### src/rtl/tristate_arb_pkg.sv
// tristate_arb_pkg: shared types and helpers for the tristate bus arbiter.
//   arb_state_t : arbiter FSM state encoding.
//   rr_next     : round-robin pointer successor, wrapping modulo n.
package tristate_arb_pkg;

  typedef enum logic [1:0] {
    ARB_IDLE  = 2'd0,
    ARB_GRANT = 2'd1,
    ARB_TURN  = 2'd2
  } arb_state_t;

  // Pointer successor: ptr+1, wrapping back to 0 at n.
  function automatic int unsigned rr_next(input int unsigned ptr, input int unsigned n);
    return (ptr + 32'd1 >= n) ? 32'd0 : ptr + 32'd1;
  endfunction

endpackage : tristate_arb_pkg

### src/rtl/tristate_bus_arbiter_rr_pick.sv
// rr_pick: combinational round-robin picker.
//   req     in  N           request vector
//   ptr     in  $clog2(N)   highest-priority index for this search
//   pick    out N           one-hot winner (zero when req == 0)
//   pick_id out $clog2(N)   winner index (don't-care when req == 0)
// Rotates req so ptr lands on bit 0, takes the lowest set bit, then rotates
// the offset back into absolute index space.
module rr_pick #(
  parameter int unsigned N = 4
) (
  input  logic [N-1:0]         req,
  input  logic [$clog2(N)-1:0] ptr,
  output logic [N-1:0]         pick,
  output logic [$clog2(N)-1:0] pick_id
);

  localparam int unsigned ID_W = $clog2(N);

  logic [N-1:0]    rot_c;
  logic [ID_W-1:0] idx_c;
  logic [ID_W-1:0] off_c;
  logic            found_c;

  // Rotate, priority-encode, un-rotate.
  always_comb begin
    rot_c   = '0;
    idx_c   = '0;
    off_c   = '0;
    found_c = 1'b0;
    pick    = '0;
    for (int unsigned i = 0; i < N; i++) begin
      idx_c    = ID_W'((i + 32'(ptr)) % N);
      rot_c[i] = req[idx_c];
    end
    for (int unsigned i = 0; i < N; i++) begin
      if (rot_c[i] && !found_c) begin
        found_c = 1'b1;
        off_c   = ID_W'(i);
      end
    end
    pick_id = ID_W'((32'(off_c) + 32'(ptr)) % N);
    if (found_c) pick[pick_id] = 1'b1;
  end

endmodule : rr_pick

### src/rtl/tristate_bus_arbiter.sv
// tristate_bus_arbiter: round-robin arbiter producing drive enables for a
// group of tristate buffers on one shared bus, with forced all-off
// turnaround cycles between grants.
//   clk        in  1          rising-edge clock
//   rst        in  1          asynchronous active-high reset
//   req        in  N          level-sensitive requests
//   oe         out N          registered one-hot-or-zero buffer enables
//   gnt_valid  out 1          registered, oe != 0
//   gnt_id     out $clog2(N)  registered granted index, 0 when idle
//   bus_float  out 1          registered, oe == 0 (bus at z)
// Optional feature: define TRISTATE_ARB_HOLD_LIMIT_EN to force a release
// after MAX_HOLD consecutive grant cycles.
module tristate_bus_arbiter
  import tristate_arb_pkg::*;
#(
  parameter int unsigned N          = 4,
  parameter int unsigned TURNAROUND = 1,
  parameter int unsigned MAX_HOLD   = 16
) (
  input  logic                 clk,
  input  logic                 rst,
  input  logic [N-1:0]         req,
  output logic [N-1:0]         oe,
  output logic                 gnt_valid,
  output logic [$clog2(N)-1:0] gnt_id,
  output logic                 bus_float
);

  localparam int unsigned ID_W   = $clog2(N);
  localparam int unsigned TURN_W = $clog2(TURNAROUND + 1);

  arb_state_t        state_q, state_d;
  logic [ID_W-1:0]   ptr_q, ptr_d;
  logic [N-1:0]      oe_q, oe_d;
  logic [ID_W-1:0]   gnt_id_q, gnt_id_d;
  logic              gnt_valid_q;
  logic              bus_float_q;
  logic [TURN_W-1:0] turn_cnt_q, turn_cnt_d;
  logic              arb_c;
  logic              release_c;
  logic [N-1:0]      pick_c;
  logic [ID_W-1:0]   pick_id_c;

`ifdef TRISTATE_ARB_HOLD_LIMIT_EN
  localparam int unsigned HOLD_W = $clog2(MAX_HOLD + 1);
  logic [HOLD_W-1:0] hold_cnt_q, hold_cnt_d;
`else
  logic unused_hold_cfg;
  assign unused_hold_cfg = (MAX_HOLD == 0);
`endif

  rr_pick #(.N(N)) u_rr_pick (
    .req     (req),
    .ptr     (ptr_q),
    .pick    (pick_c),
    .pick_id (pick_id_c)
  );

  // Next-state logic. The final turnaround edge doubles as the IDLE
  // evaluation edge, so back-to-back grants are separated by exactly
  // TURNAROUND float cycles.
  always_comb begin
    state_d    = state_q;
    ptr_d      = ptr_q;
    oe_d       = oe_q;
    gnt_id_d   = gnt_id_q;
    turn_cnt_d = turn_cnt_q;
    arb_c      = 1'b0;
    release_c  = 1'b0;
`ifdef TRISTATE_ARB_HOLD_LIMIT_EN
    hold_cnt_d = hold_cnt_q;
`endif
    case (state_q)
      ARB_IDLE: arb_c = 1'b1;
      ARB_GRANT: begin
        release_c = !req[gnt_id_q];
`ifdef TRISTATE_ARB_HOLD_LIMIT_EN
        hold_cnt_d = HOLD_W'(hold_cnt_q + 1'b1);
        // Timeout coinciding with a release is just one release.
        if (hold_cnt_q == HOLD_W'(MAX_HOLD - 1)) release_c = 1'b1;
`endif
        if (release_c) begin
          state_d    = ARB_TURN;
          oe_d       = '0;
          gnt_id_d   = '0;
          turn_cnt_d = '0;
        end
      end
      ARB_TURN: begin
        if (turn_cnt_q == TURN_W'(TURNAROUND - 1)) arb_c = 1'b1;
        else turn_cnt_d = TURN_W'(turn_cnt_q + 1'b1);
      end
      default: begin
        state_d  = ARB_IDLE;
        oe_d     = '0;
        gnt_id_d = '0;
      end
    endcase

    if (arb_c) begin
      turn_cnt_d = '0;
      if (|req) begin
        state_d  = ARB_GRANT;
        oe_d     = pick_c;
        gnt_id_d = pick_id_c;
        ptr_d    = ID_W'(rr_next(32'(pick_id_c), N));
`ifdef TRISTATE_ARB_HOLD_LIMIT_EN
        hold_cnt_d = '0;
`endif
      end else begin
        state_d  = ARB_IDLE;
        oe_d     = '0;
        gnt_id_d = '0;
      end
    end
  end

  // State and output registers; reset drops oe without waiting for clk.
  always_ff @(posedge clk or posedge rst) begin
    if (rst) begin
      state_q     <= ARB_IDLE;
      ptr_q       <= '0;
      oe_q        <= '0;
      gnt_id_q    <= '0;
      gnt_valid_q <= 1'b0;
      bus_float_q <= 1'b1;
      turn_cnt_q  <= '0;
`ifdef TRISTATE_ARB_HOLD_LIMIT_EN
      hold_cnt_q  <= '0;
`endif
    end else begin
      state_q     <= state_d;
      ptr_q       <= ptr_d;
      oe_q        <= oe_d;
      gnt_id_q    <= gnt_id_d;
      gnt_valid_q <= |oe_d;
      bus_float_q <= ~|oe_d;
      turn_cnt_q  <= turn_cnt_d;
`ifdef TRISTATE_ARB_HOLD_LIMIT_EN
      hold_cnt_q  <= hold_cnt_d;
`endif
    end
  end

  assign oe        = oe_q;
  assign gnt_id    = gnt_id_q;
  assign gnt_valid = gnt_valid_q;
  assign bus_float = bus_float_q;

endmodule : tristate_bus_arbiter

### config.mk
export PLATFORM = sky130hd
export DESIGN_NAME = tristate_bus_arbiter
export DESIGN_NICKNAME = d
export VERILOG_FILES = /design/src/rtl/tristate_arb_pkg.sv /design/src/rtl/tristate_bus_arbiter_rr_pick.sv /design/src/rtl/tristate_bus_arbiter.sv
export SDC_FILE = /design/constraint.sdc
export NUM_CORES = 1
export LEC_CHECK = 0
export BUFFER_PORTS_ARGS = -buffer_cell sky130_fd_sc_hd__buf_4
export CAP_MARGIN = 10
export CORE_MARGIN = 2
export CORE_UTILIZATION = 44
export CTS_CLUSTER_DIAMETER = 100
export DETAILED_ROUTE_END_ITERATION = 6
export GPL_ROUTABILITY_DRIVEN = 0
export HOLD_SLACK_MARGIN = 0.1
export PLACE_DENSITY_LB_ADDON = 0.08
export SLEW_MARGIN = 5
export SYNTH_ARGS = -nofsm -noshare
export SYNTH_HDL_FRONTEND = slang
export SYNTH_SLANG_ARGS = --single-unit
### constraint.sdc
create_clock -name clk -period 2.8 [get_ports clk]
set_clock_uncertainty 0.1 [all_clocks]
set_input_delay 0.14 -clock clk [delete_from_list [all_inputs] [get_ports clk]]
set_output_delay 0.14 -clock clk [all_outputs]
set_load 0.02 [all_outputs]
[Word-level counts from Yosys, hierarchy flattened]
Cells that the tools add are included.
W data, S select, Z words.
Word-level totals
  flip-flop bits (word level): 13
  input bits: 6
  output and inout port bits: 8
  word-level logic and storage cells: 80
Cells by class
  add/sub/neg operators: 6
  magnitude comparators: 8
  equality and inequality tests: 4
  multiplexer cells: 39
  reduce and logical (&&, ||, !) cells: 16
Operators with widths (count)
  $lt A2 B3 Y1 const B: 6
  $mux W1: 16
  $mux W2: 8
  $mux W4: 4
  $bmux W1 S2: 5
  $pmux W2 S2: 2
  $pmux W4 S2: 1
  $reduce_or A4 Y1: 2
  $reduce_and A2 Y1: 3
  $add A2 B2 Y2 const A: 2
  $logic_and A1 B1 Y1: 4
  $logic_not A1 Y1: 4
  $pmux W1 S2: 2
  $add A2 B1 Y3 const B: 1
  $ge A3 B3 Y1 const B: 1
  $ne A3 B3 Y1 const B: 1
  $reduce_bool A3 Y1: 1
  $add A1 B2 Y2 const A: 1
  $add A2 B2 Y2: 1
  $demux W1 S2: 1
  $eq A2 B1 Y1 const B: 1
  $eq A2 B2 Y1 const B: 1
  $ge A2 B1 Y1 const B: 1
  $logic_not A2 Y1: 1
  3 further kinds: 3

[Longest topological paths before layout]
  depth in word-level cells: 22
  depth in mapped cells: 13
  depth with buffers taken out: 12

[Hierarchy]
From an unflattened synthesis, not the netlist that was laid out.
Unflattened totals
  cells, all modules: 74
  area total of the unflattened synthesis: 818.3 µm²
By module, submodules not included
  tristate_bus_arbiter: instances 1, cells each 38, area each 534.3 µm², sequential area each 301.5 µm²
  rr_pick: instances 1, cells each 36, area each 284.0 µm², sequential area each 0.0 µm²

[Worst setup path after synthesis]
OpenSTA, ideal clock, no wires.
  path type: register -> register
  from: register ptr_q[1]
  to: register gnt_valid_q, in the netlist gnt_valid
  data arrival time: 2.339 ns
  data required time: 2.588 ns
  path slack: 0.249 ns
  cell stages (with the launch flop): 13
  buffers on the path: 1
  period minus slack after synthesis: 2.551 ns
  path through: dfrtp_1 > buf_4 > o21ai_0 > a21oi_1 > o31a_1 > ha_1 > xnor2_1 > xnor2_1 > inv_1 > ha_1 > nor4_1 > o22a_2 > inv_2
On the way
  word-level cells in the longest chain between the ends: 21
Ends and longest elaborated chain
  start, declared: line tristate_bus_arbiter.sv:33  | logic [ID_W-1:0] ptr_q, ptr_d;
  start signal, assigned: line tristate_bus_arbiter.sv:133  | ptr_q <= ptr_d;
  parallel branches: the longest is 17 deep, another holds $add A1 B2 Y2
  $mux W4 (*): line tristate_bus_arbiter_rr_pick.sv:42  | if (found_c) pick[pick_id] = 1'b1;
  $mux W4 (*): line tristate_bus_arbiter.sv:102  | if (|req) begin
  $mux W4 (*): line tristate_bus_arbiter.sv:100  | if (arb_c) begin
  $reduce_or A4 Y1 (*): line tristate_bus_arbiter.sv:136  | gnt_valid_q <= |oe_d;
  end signal, assigned: line tristate_bus_arbiter.sv:136
  end, declared: line tristate_bus_arbiter.sv:36  | logic gnt_valid_q;
Every way passes the cells marked *. The select of a mux whose other input is x is not followed.
A chain may end at the register's enable or synchronous reset.

[Worst setup path after layout]
Same ends and word-level chain as after synthesis.

==> results.cfg <==
[outcome]
status = finished, final reports clean

[setup_path]
r2r_end = gnt_valid$_DFF_PP0_
startpoint = ptr_q[1]$_DFFE_PP0P_
reg2reg_depth = 11
start_kind = register
critPathRequiredTime_ns = 2.87
cp-end-kind = register
crit_arrival_ns = 2.60
rr_startpoint = ptr_q[1]$_DFFE_PP0P_
path_cells = o21ai_0 -> a21oi_1 -> o31a_1 -> ha_1 -> xnor2_1 -> xnor2_1 -> inv_1 -> ha_1 -> nor4_1 -> o22a_2 -> inv_2
ff2ff_setup_slack_ns = 0.28
critPathTopFamily = compound AO/OA/AOI/OAI gates
crit_path_top_delay_cell = dfrtp_1
crit_buf_inv = 2
worstPathMaxFanout = 6
cpPeakStageDelay_ns = 0.43
worst-setup-path-type = reg2reg

[sta]
setup_tns_ns = 0
setup_viol = 0
rsz0062_at_grt = no
slew_violations = 0
relSlewSlack_pct = 71.2
finalCriticalPeriod_ns = 2.52
finalCritPeriodShare_pct = 90.2
hold_violations = 0
worst_pin_slew_ns = 0.430
max_clock_freq_mhz = 396

[yosys]
syn_inst = 70
syn_area_sq_um = 726
yosysWarnings = 0
yosysSeqAreaShare_pct = 41.6
synth.lib_cells_used.distinct = 29
ys_seq_elements = 12
avgSynthCellArea_sq_um = 10.4
synth_nets = 81

[final_layout]
layout-drive-gt1-share_pct = 31.0
area_growth_pct = 22.1
layout_commonest_cell = buf_4
antenna_cells = 0
fill_cells = 145
nets = 99
final_cell_mix = buf_4, dfrtp_1, nand2_1
final_util_pct = 58.1

[die]
core-area_sq_um = 1520
die_width_um = 44.6
die_y_um = 44.6
pin_count = 14
die_area_sq_um = 1990
num_rows = 14
start_util_pct = 47.6

[worst_hold_path]
min_from = req[0]
min_path_cells = 3
hold_class = in2reg
holdPathEnd = state_q[1]$_DFFE_PP0P_

[placement]
dpl.hpwl_um = 1050
io_buffers = 13

[global_route]
grt_max_degree = 13
grt_pass1_vias = 566
grt_pass1_wl_um = 2350
antenna_found_initial = 0
overflow = 0
grt_usage_pct = 16.5

[routing]
wire_per_inst_um = 13.0
routed_wl_um = 1340
dr.pass1.iters = 4
vias_per_cell = 5.45
ant_nets = 0
drt_iter0_markers = 12
num_vias = 561
drc = 0

[clock_tree]
cts_made_buffers = 3
cts-hold-fix-buffers = 1
cts_root_buf = clkbuf_4
cts_tree = built
cts_htree_levels = 1
cts.path.max_buffers = 2
path_clk_slew_ns = 0.08
cts.sinks = 12
cts_resized = 0
clk_latency_ns = 0.27
cts_setup_buffers = 0

[pwr]
p_per_area_nw_per_um2 = 1230
peakVddDrop_v = 0.000689
power.leakage_nw = 0.434

[run]
cap_violations = 0
-- state kept, by name, summed over array words and instances (netlist names) --
register and flops:
state_q 2, ptr_q 2, bus_float 1, gnt_valid 1, gnt_id 2, oe 4
-- layer usage --
layer	GRT usage, %	part of all wire [%]
met1	20.7	49
met2	27.0	47
met3	6.12	4.7
met4	3.64	0
met5	0	0
-- cell families (layout without fill, tap and decap cells) --
logic type      Yosys count  after routing  share of synthesized area, %
compound gates           17             17                          18.4
xor+xnor                  2              2                          2.41
fa+ha+maj                 5              5                          8.62
buf+inv                  10             27                          6.21
flops                    12             12                          41.6
mux                       1              1                          3.62
simple gates             23             23                          19.1
-- report_power, final --
part	switching [mW]	total (mW)	internal, mW
clock network	0.0539	0.133	0.0789
registers	0.0614	0.314	0.253
logic	0.331	0.638	0.308
-- worst min-delay path: cells and delay by family --
family | cells | cell delay (ns)
mux | 1 | 0.24
buf+inv | 1 | 0.11
simple gates | 1 | 0.05
-- Yosys cell counts --
library cell / count / area share, %
inv_1: 6 / 3.1
nor4_1: 3 / 2.6
buf_4: 2 / 2.1
o31ai_2: 1 / 1.7
a22o_1: 5 / 6.0
nand2_1: 8 / 4.1
and2b_2: 1 / 1.2
o21ai_0: 4 / 2.8
ha_1: 5 / 8.6
nand3b_1: 2 / 2.1
o22a_2: 1 / 1.4
xnor2_1: 2 / 2.4
nor3_1: 1 / 0.69
o311a_1: 1 / 1.4
or2_2: 1 / 0.86
a21oi_1: 1 / 0.69
clkbuf_1: 1 / 0.52
and3b_2: 1 / 1.4
nor3b_4: 1 / 2.6
o211ai_1: 1 / 1.0
o31a_1: 1 / 1.2
a211oi_1: 1 / 1.0
nor3b_1: 2 / 2.1
a2bb2oi_1: 1 / 1.2
dfstp_2: 1 / 3.6
inv_2: 1 / 0.52
nor2_1: 3 / 1.6
dfrtp_1: 11 / 38
mux4_1: 1 / 3.6
-- area by class of cell --
type                       instances  area [sq um]  share of cell area [%]
multi-input combinational         48           379                    42.8
sequential                        12           302                    34.0
timing repair buffer              16           123                    13.8
clock buffer                       4          36.3                    4.10
inverter                           7          26.3                    2.97
tap                               16          20.0                    2.26
-- worst max path at each step --
stage / endpoint / slack, ns / cells after the start
CTS: gnt_valid$_DFF_PP0_ / 0.25 / 11
global route: gnt_valid$_DFF_PP0_ / 0.14 / 11
detailed placement: gnt_valid$_DFF_PP0_ / 0.27 / 11
global placement: gnt_valid$_DFF_PP0_ / 0.36 / 11
floorplan: gnt_valid$_DFF_PP0_ / 0.25 / 12
finish: gnt_valid$_DFF_PP0_ / 0.28 / 11
-- per-stage QoR --
step | worst slack [ns] | std cells | cell area, sq um | total power, mW | hold WS, ns
CTS | 0.254 | 103 | 886 | 1.10 | 0.202
global placement | 0.364 | 98 | 840 | 0.950 | 0.0786
global route | 0.138 | 103 | 886 | 1.19 | 0.214
floorplan | 0.249 | 70 | 726 | 0.773 | -0.0960
detailed placement | 0.267 | 98 | 840 | 0.957 | 0.0721
finish | 0.275 | 103 | 886 | 1.09 | 0.208
No activity file was read; power rests on OpenSTA's default activity.
